[src/rtl/fifo_pkg.sv]
// Shared helpers for the fifo_sync slice: width functions, flag bundle, reset values
// and parameter legality checks used at elaboration.
package fifo_pkg;

    typedef struct packed {
        logic full;
        logic empty;
        logic af;
        logic ae;
    } fifo_flags_t;

    // An empty FIFO is always "almost empty" (AE_LEVEL >= 0) and never "almost full" (AF_LEVEL >= 1).
    localparam fifo_flags_t RST_FLAGS = '{full: 1'b0, empty: 1'b1, af: 1'b0, ae: 1'b1};
    localparam logic        RST_RD_DV = 1'b0;
    localparam logic        RST_ERR   = 1'b0;

    function automatic int cnt_width(input int depth);
        return $clog2(depth + 1);
    endfunction

    function automatic int ptr_width(input int depth);
        return $clog2(depth);
    endfunction

    function automatic bit is_pow2(input int v);
        return (v > 0) && ((v & (v - 1)) == 0);
    endfunction

    function automatic bit params_legal(input int width, input int depth,
                                        input int af_level, input int ae_level);
        return (width >= 1) && (depth >= 4) && is_pow2(depth) &&
               (af_level >= 1) && (af_level <= depth) &&
               (ae_level >= 0) && (ae_level <= depth - 1);
    endfunction

endpackage

[src/rtl/fifo_mem.sv]
// Single-clock simple-dual-port memory, WIDTH x DEPTH, with a registered read port.
// The read register holds its value when no read is requested.
module fifo_mem
    import fifo_pkg::*;
#(
    parameter int WIDTH = 8,
    parameter int DEPTH = 256
) (
    input  logic                        i_Clk,
    input  logic                        i_Rst_L,
    input  logic                        i_Wr_En,
    input  logic [ptr_width(DEPTH)-1:0] i_Wr_Addr,
    input  logic [WIDTH-1:0]            i_Wr_Data,
    input  logic                        i_Rd_En,
    input  logic [ptr_width(DEPTH)-1:0] i_Rd_Addr,
    output logic [WIDTH-1:0]            o_Rd_Data
);

    logic [WIDTH-1:0] mem [DEPTH];

    // NOTE: the array has no reset so it can map onto block RAM; stale words are never read.
    always_ff @(posedge i_Clk) begin
        if (i_Wr_En) begin
            mem[i_Wr_Addr] <= i_Wr_Data;
        end
    end

    always_ff @(posedge i_Clk or negedge i_Rst_L) begin
        if (!i_Rst_L) begin
            o_Rd_Data <= '0;
        end else if (i_Rd_En) begin
            o_Rd_Data <= mem[i_Rd_Addr];
        end
    end

endmodule

[src/rtl/fifo_sync.sv]
// Single-clock FIFO with occupancy count, registered flags and a 1-cycle read data-valid strobe.
// Define FIFO_ERR_FLAGS_EN to build sticky overflow/underflow flags; otherwise they are tied to 0.
module fifo_sync
    import fifo_pkg::*;
#(
    parameter int WIDTH    = 8,
    parameter int DEPTH    = 256,
    parameter int AF_LEVEL = DEPTH - 4,
    parameter int AE_LEVEL = 4
) (
    input  logic                        i_Clk,
    input  logic                        i_Rst_L,
    input  logic                        i_Wr_DV,
    input  logic [WIDTH-1:0]            i_Wr_Data,
    input  logic                        i_Rd_En,
    output logic                        o_Rd_DV,
    output logic [WIDTH-1:0]            o_Rd_Data,
    output logic [cnt_width(DEPTH)-1:0] o_Count,
    output logic                        o_Full,
    output logic                        o_Empty,
    output logic                        o_AF,
    output logic                        o_AE,
    output logic                        o_Overflow,
    output logic                        o_Underflow
);

    localparam int CW = cnt_width(DEPTH);
    localparam int PW = ptr_width(DEPTH);

    if (!params_legal(WIDTH, DEPTH, AF_LEVEL, AE_LEVEL)) begin : g_bad_params
        $error("fifo_sync: illegal parameters (DEPTH must be a power of two >= 4, AF_LEVEL in 1..DEPTH, AE_LEVEL in 0..DEPTH-1)");
    end

    logic [PW-1:0] wr_ptr;
    logic [PW-1:0] rd_ptr;
    logic [CW-1:0] count;
    logic [CW-1:0] count_next;
    fifo_flags_t   flags;
    fifo_flags_t   flags_next;
    logic          rd_dv;
    logic          wr_ok;
    logic          rd_ok;

    // Requests are gated by the registered flags only; there is no write-to-read bypass.
    assign wr_ok = i_Wr_DV & ~flags.full;
    assign rd_ok = i_Rd_En & ~flags.empty;

    always_comb begin
        count_next = count;
        case ({wr_ok, rd_ok})
            2'b10:   count_next = count + 1'b1;
            2'b01:   count_next = count - 1'b1;
            default: count_next = count;
        endcase

        flags_next       = RST_FLAGS;
        flags_next.full  = (count_next == CW'(DEPTH));
        flags_next.empty = (count_next == '0);
        flags_next.af    = (count_next >= CW'(AF_LEVEL));
        flags_next.ae    = (count_next <= CW'(AE_LEVEL));
    end

    // NOTE: state registers use non-blocking assignments so every flop samples pre-edge values.
    always_ff @(posedge i_Clk or negedge i_Rst_L) begin
        if (!i_Rst_L) begin
            wr_ptr <= '0;
            rd_ptr <= '0;
            count  <= '0;
            flags  <= RST_FLAGS;
            rd_dv  <= RST_RD_DV;
        end else begin
            if (wr_ok) wr_ptr <= wr_ptr + 1'b1;
            if (rd_ok) rd_ptr <= rd_ptr + 1'b1;
            count <= count_next;
            flags <= flags_next;
            rd_dv <= rd_ok;
        end
    end

    // wr_ptr == rd_ptr with both accepted cannot happen: that needs count 0 or DEPTH.
    fifo_mem #(
        .WIDTH(WIDTH),
        .DEPTH(DEPTH)
    ) u_mem (
        .i_Clk     (i_Clk),
        .i_Rst_L   (i_Rst_L),
        .i_Wr_En   (wr_ok),
        .i_Wr_Addr (wr_ptr),
        .i_Wr_Data (i_Wr_Data),
        .i_Rd_En   (rd_ok),
        .i_Rd_Addr (rd_ptr),
        .o_Rd_Data (o_Rd_Data)
    );

`ifdef FIFO_ERR_FLAGS_EN
    logic overflow;
    logic underflow;

    always_ff @(posedge i_Clk or negedge i_Rst_L) begin
        if (!i_Rst_L) begin
            overflow  <= RST_ERR;
            underflow <= RST_ERR;
        end else begin
            overflow  <= overflow  | (i_Wr_DV & flags.full);
            underflow <= underflow | (i_Rd_En & flags.empty);
        end
    end

    assign o_Overflow  = overflow;
    assign o_Underflow = underflow;
`else
    assign o_Overflow  = RST_ERR;
    assign o_Underflow = RST_ERR;
`endif

    assign o_Rd_DV = rd_dv;
    assign o_Count = count;
    assign o_Full  = flags.full;
    assign o_Empty = flags.empty;
    assign o_AF    = flags.af;
    assign o_AE    = flags.ae;

endmodule
[config.mk]
export PLATFORM = sky130hd
export DESIGN_NAME = fifo_sync
export DESIGN_NICKNAME = d
export VERILOG_FILES = /design/src/rtl/fifo_pkg.sv /design/src/rtl/fifo_mem.sv /design/src/rtl/fifo_sync.sv
export SDC_FILE = /design/constraint.sdc
export NUM_CORES = 2
export LEC_CHECK = 0
export BUFFER_PORTS_ARGS = -buffer_cell sky130_fd_sc_hd__buf_4
export CORE_MARGIN = 2
export CORE_UTILIZATION = 41
export DETAILED_ROUTE_END_ITERATION = 10
export HOLD_SLACK_MARGIN = 0.03
export PLACE_DENSITY = 0.6
export SLEW_MARGIN = 40
export SYNTH_ARGS = -nofsm -noshare
export SYNTH_HDL_FRONTEND = slang
export SYNTH_SLANG_ARGS = --single-unit
[constraint.sdc]
create_clock -name i_Clk -period 4.08 [get_ports i_Clk]
set_clock_uncertainty 0.05 [all_clocks]
set_input_delay 0.816 -clock i_Clk [delete_from_list [all_inputs] [get_ports i_Clk]]
set_output_delay 0.816 -clock i_Clk [all_outputs]
set_load 0.05 [all_outputs]
# Yosys cells after proc, flatten, opt, wreduce, memory -nomap -nowiden
# Memories as Yosys holds them, arrays and structs flattened. A register that Yosys moved wholly into a read port is not among the register bits.
# Cells that the tools add are included.
op_classes:
  n_reduce_logical: 2
  n_addsub: 4
  magnitude_cmp: 2
  eq_ne: 3
  muxes: 3
  n_bitwise: 4
ops:
  columns: ["op", "n"]
  rows:
  - ["one-hot mux 9 bit (2 select lines)", 1]
  - ["adder 8 x 1 -> 8 bit (second input constant)", 2]
  - ["adder 9 x 1 -> 9 bit (second input constant)", 1]
  - ["equality test 9 bit (second input constant)", 1]
  - ["greater-or-equal comparator 9 x 8 -> 1 bit (second input constant)", 1]
  - ["<= comparator 9 x 3 -> 1 bit (second input constant)", 1]
  - ["zero test 9 bit", 1]
  - ["subtractor 9 x 1 -> 9 bit (second input constant)", 1]
  - ["bitwise AND 1 bit", 2]
  - ["equality test 2 x 1 -> 1 bit (second input constant)", 1]
  - ["equality test 2 bit (second input constant)", 1]
  - ["2-to-1 mux 1 bit", 2]
  - ["NOT 1 bit", 2]
  - ["zero test 1 bit", 1]
totals:
  memories: 1
  ramBits: 2048
  input_bits: 12
  ff_bits: 30
  word_cells: 27
memory_table:
  columns: ["memory", "words", "width", "read_ports", "rd_ports_with_merged_regs", "wr", "line", "rtl"]
  rows:
  - ["u_mem.mem", 256, 8, 1, 1, 1, "fifo_mem.sv:19", "logic [WIDTH-1:0] mem [DEPTH];"]

# Longest topological paths before layout
depth:
  ltp_word: 5
  depth_mapped: 14
  mapped_depth_nobuf: 12

# Cells and area by module
# From an unflattened synthesis, not the netlist that was laid out.
hier_totals:
  cells_unflattened: 3998
  area_unflattened_um2: 81737.1
modules_own_cells:
  columns: ["mod", "area_per_inst_um2", "n_inst", "cells_each"]
  rows:
  - ["fifo_mem", 79961.7, 1, 3816]
  - ["fifo_sync", 1775.5, 1, 182]

# Worst setup path before layout
# Ideal clock, no wire load.
synth_timing:
  path_kind: "input -> register"
  from: "input i_Wr_DV"
  to: "register flags, in the netlist o_AE"
  required_time_ns: 3.908
  setup_slack_ns: 0.308
  path_stages: 13
  arrival_ns: 3.601
  setup_time_ns: 0.122
  cell_sequence: "nor2b_1 -> buf_2 -> inv_1 -> clkbuf_1 -> ha_1 -> clkbuf_1 -> or3b_2 -> or4_1 -> o31ai_1 -> o311a_1 -> a211o_1 -> nand4_1 -> a2111oi_0"
synth_rtl:
  columns: ["element", "line", "rtl"]
  rows:
  - ["start, declared", "fifo_sync.sv:13", "input logic i_Wr_DV,"]
  - ["end signal, assigned", "fifo_sync.sv:75", "flags <= flags_next;"]
  - ["end, declared", "fifo_sync.sv:38", "fifo_flags_t flags;"]

==> qor.csv <==
stage,metric,value,unit
grt,grt ovf,0,
grt,vias in the first global route,41800,
run_status,status,"complete, no violations",
synth,leading area contributor after synthesis,edfxtp_1,
min_path,worst hold path class,input port to register,
route,remaining antenna violation count,0,
clocking,Clock Latency Late Sink,0.85,ns
synth,post-synth top area share,75.0,%
route,Routed wire per std cell,30.4,microns
worst_setup_path,CP max FO,26,
placed_design,Placed Instances,6864,
synth,"EDFF count, synth",2048,
worst_setup_path,"Data required, critical path",4.75,ns
timing,unrepaired setup endpoints after global routing,false,
power_and_ir_drop,Comb power frac,31.2,%
power_and_ir_drop,Seq pwr share,39.2,%
power_and_ir_drop,maximum vdd drop,0.000420,V
finish,layout cells sized above 1,26.1,%
worst_setup_path,worst-path cell chain,buf_12 > nand2b_1 > buf_4 > a211oi_1 > a2111oi_0 > a31oi_1 > nor4b_1 > buf_4 > nor3_1 > buf_4 > a211o_1,
timing,WHS,0.409,ns
finish,final instance area,94300,sq um
floorplan,Initial Util,41.2,%
timing,Max Clock Freq,0.270,GHz
placed_design,placed cell areas,87500,sq um
placed_design,Post-Place Worst Slack,0.386,ns
worst_setup_path,crit path DAT,4.38,ns
floorplan,Rows,164,
clocking,number of sinks on the clock net,2086,
route,DRT Pass-1 Iters,7,
finish,Final Core Density,47.3,%
synth,register bit total from synthesis,2086,
synth,cells taking the most area after synthesis,"edfxtp_1, mux4_2, mux2i_1, nor2_1, dfrtp_1",
synth,sequential area share after synthesis,76.1,%
worst_setup_path,CP max-delay cell,dfrtp_4,
grt,largest net degree at the start of global routing,127,
route,drt drc,0,
route,initial drt markers,5484,
worst_setup_path,Worst Path Buf+Inv,4,
timing,final hold violation count,0,
synth,top_reg_cell synth,edfxtp_1,
floorplan,die footprint,204000,sq um
job,Max Cap Viol,0,
worst_setup_path,CP most frequent cell,buf_4,
clocking,clk slew on worst S/H paths,0.06,ns
clocking,H-Tree Level Count,4,
synth,Post-synth top cells,"edfxtp_1, mux4_2, nor2_1",
timing,final worst slack,0.375,ns
synth,Mapped Cells,4084,
clocking,cts bufs inserted,210,
synth,synth warn,0,
synth,Synth cell types,74,
worst_setup_path,family with the most delay on the worst path,buffers and inverters,
synth,most common cell in the netlist,edfxtp_1,
timing,Slew Limit Headroom,35.2,%
placed_design,DP HPWL,138000,microns
floorplan,core area,199000,sq um
grt,first-pass GRT wire length,315000,microns
worst_setup_path,Setup crit start kind,register,
timing,Final Max Tran Viols,0,
clocking,clk buf depth,3,
synth,"Async S/R FF share, synth",1.82,%
timing,crit share post-route,90.8,%
timing,Setup TNS,0,ns
synth,Post-Synthesis Cell Area,82000,sq um
timing,Final Critical Period,3.71,ns
route,via count,42300,
power_and_ir_drop,Leakage,30.1,nW
worst_setup_path,critical path type,register to register,
timing,Worst-Margin Slew,0.966,ns
power_and_ir_drop,clock share of power,29.7,%
power_and_ir_drop,PwrDens,666,nW/um^2
finish,NumNets Final,4440,
finish,Finished Layout Cells,7252,
power_and_ir_drop,total power draw,62.8,mW
synth,"Avg Cell Area, Syn",20.1,sq um
floorplan,Die Wd,451,microns
route,post-DR vias/cell,5.84,
route,final WL,221000,microns
power_and_ir_drop,Power Internal,42.1,mW
worst_setup_path,CP endpoint kind,register,
finish,Area growth syn-to-layout,14.9,%
clocking,TritonCTS clock tree,done,
placed_design,GPL Wtd Cong,0.872,
grt,total global-route track usage,21.5,%
grt,antenna violations before repair,5,
worst_setup_path,CP max stage delay,0.76,ns
timing,# setup viols final,0,
floorplan,IO Pins,36,
power_and_ir_drop,switching fraction of total power,32.9,%
power_and_ir_drop,Switch Pwr,20.7,mW
clocking,root buf cell,clkbuf_16,
floorplan,height of the die,451,microns
placed_design,Port Buffers,33,
==> what timing repair did <==
action,in CTS,in global routing
endpoints found under the hold margin,36,0
hold buffers,1,0
gates resized for setup,0,0
buffers inserted,0,0
endpoints found under the setup margin,0,0
==> cells by family (layout without fill, tap and decap cells) <==
| kind of cell | after synthesis | after routing | share of synthesized area, % |
|---|---|---|---|
| DFF | 2086 | 2086 | 76.1 |
| muxes | 699 | 699 | 15.0 |
| and+or+nand+nor | 577 | 577 | 3.06 |
| AOI/OAI and AO/OA | 414 | 414 | 3.59 |
| buffers and inverters | 278 | 788 | 1.90 |
| xor gates and xnor gates | 22 | 22 | 0.235 |
| adders and majority gates | 7 | 7 | 0.107 |
| other | 1 | 3 | 0.00457 |
==> path summary, 6_finish.rpt <==
check	slack, ns	cells past startpoint	endpoint	start
setup / recovery	0.37	11	u_mem.o_Rd_Data[2]	rd_ptr[1]
hold / removal	0.41	1	u_mem.mem[86][3]	i_Wr_Data[3]
setup reg to reg	0.37	11	u_mem.o_Rd_Data[2]	rd_ptr[1]
hold reg to reg	0.45	1	rd_ptr[7]	rd_ptr[7]
max in group asynchronous	3.00	2	rd_ptr[3]	i_Rst_L
min in group asynchronous	0.48	2	o_Rd_DV	i_Rst_L
==> power by group through the flow <==
stage          logic [mW]  registers [mW]  clock network (mW)
2_1_floorplan        11.8            24.8                   0
3_3_place_gp         19.4            25.0                   0
3_5_place_dp         19.4            25.0                   0
4_1_cts              19.5            24.6                18.9
5_1_grt              20.4            24.6                19.7
6_report             19.6            24.6                18.6
==> placed cells by master, fill, tap and decap left out, types with 53 or more instances in the layout <==
cell / n
mux4_2: 420
a21oi_1: 84
clkbuf_16: 215
mux2i_1: 263
nand2_1: 118
edfxtp_1: 2048
buf_4: 332
nor2_2: 53
o21ai_0: 59
nor2_1: 242
==> area by class of cell <==
type	instances	area [sq um]
multi-input cells	1721	18200
diodes	1	2.50
well taps	2656	3320
clock buffers	269	5580
fillers	16300	105000
repair buffers	384	3510
flip-flops and latches	2086	62500
inverters	18	73.8
clock inverters	117	1080
==> worst reg2reg max path, delay by kind of cell (launching register included) <==
| kind | cells | cell delay, ns |
|---|---|---|
| simple gates | 3 | 0.86 |
| flops | 1 | 0.76 |
| compound gates | 4 | 0.90 |
| buf+inv | 4 | 1.01 |
==> flip-flops by register name (all words and copies together) (netlist names) <==
register and count:
o_AE 1, o_Rd_DV 1, rd_ptr 8, o_Full 1, o_Empty 1, o_AF 1, u_mem.mem 2048, u_mem.o_Rd_Data 8
wr_ptr 8, o_Count 9
==> per-layer routing <==
metal  routed length [microns]  vias to the layer above  GRT usage (%)
li1                          -                    17500              -
met1                     91800                    22500           31.0
met2                    104000                     1956           33.5
met3                     19300                      306           4.41
met4                      5460                        0           5.76
met5                         0                        -              0
Power figures use the tool's default switching activity.
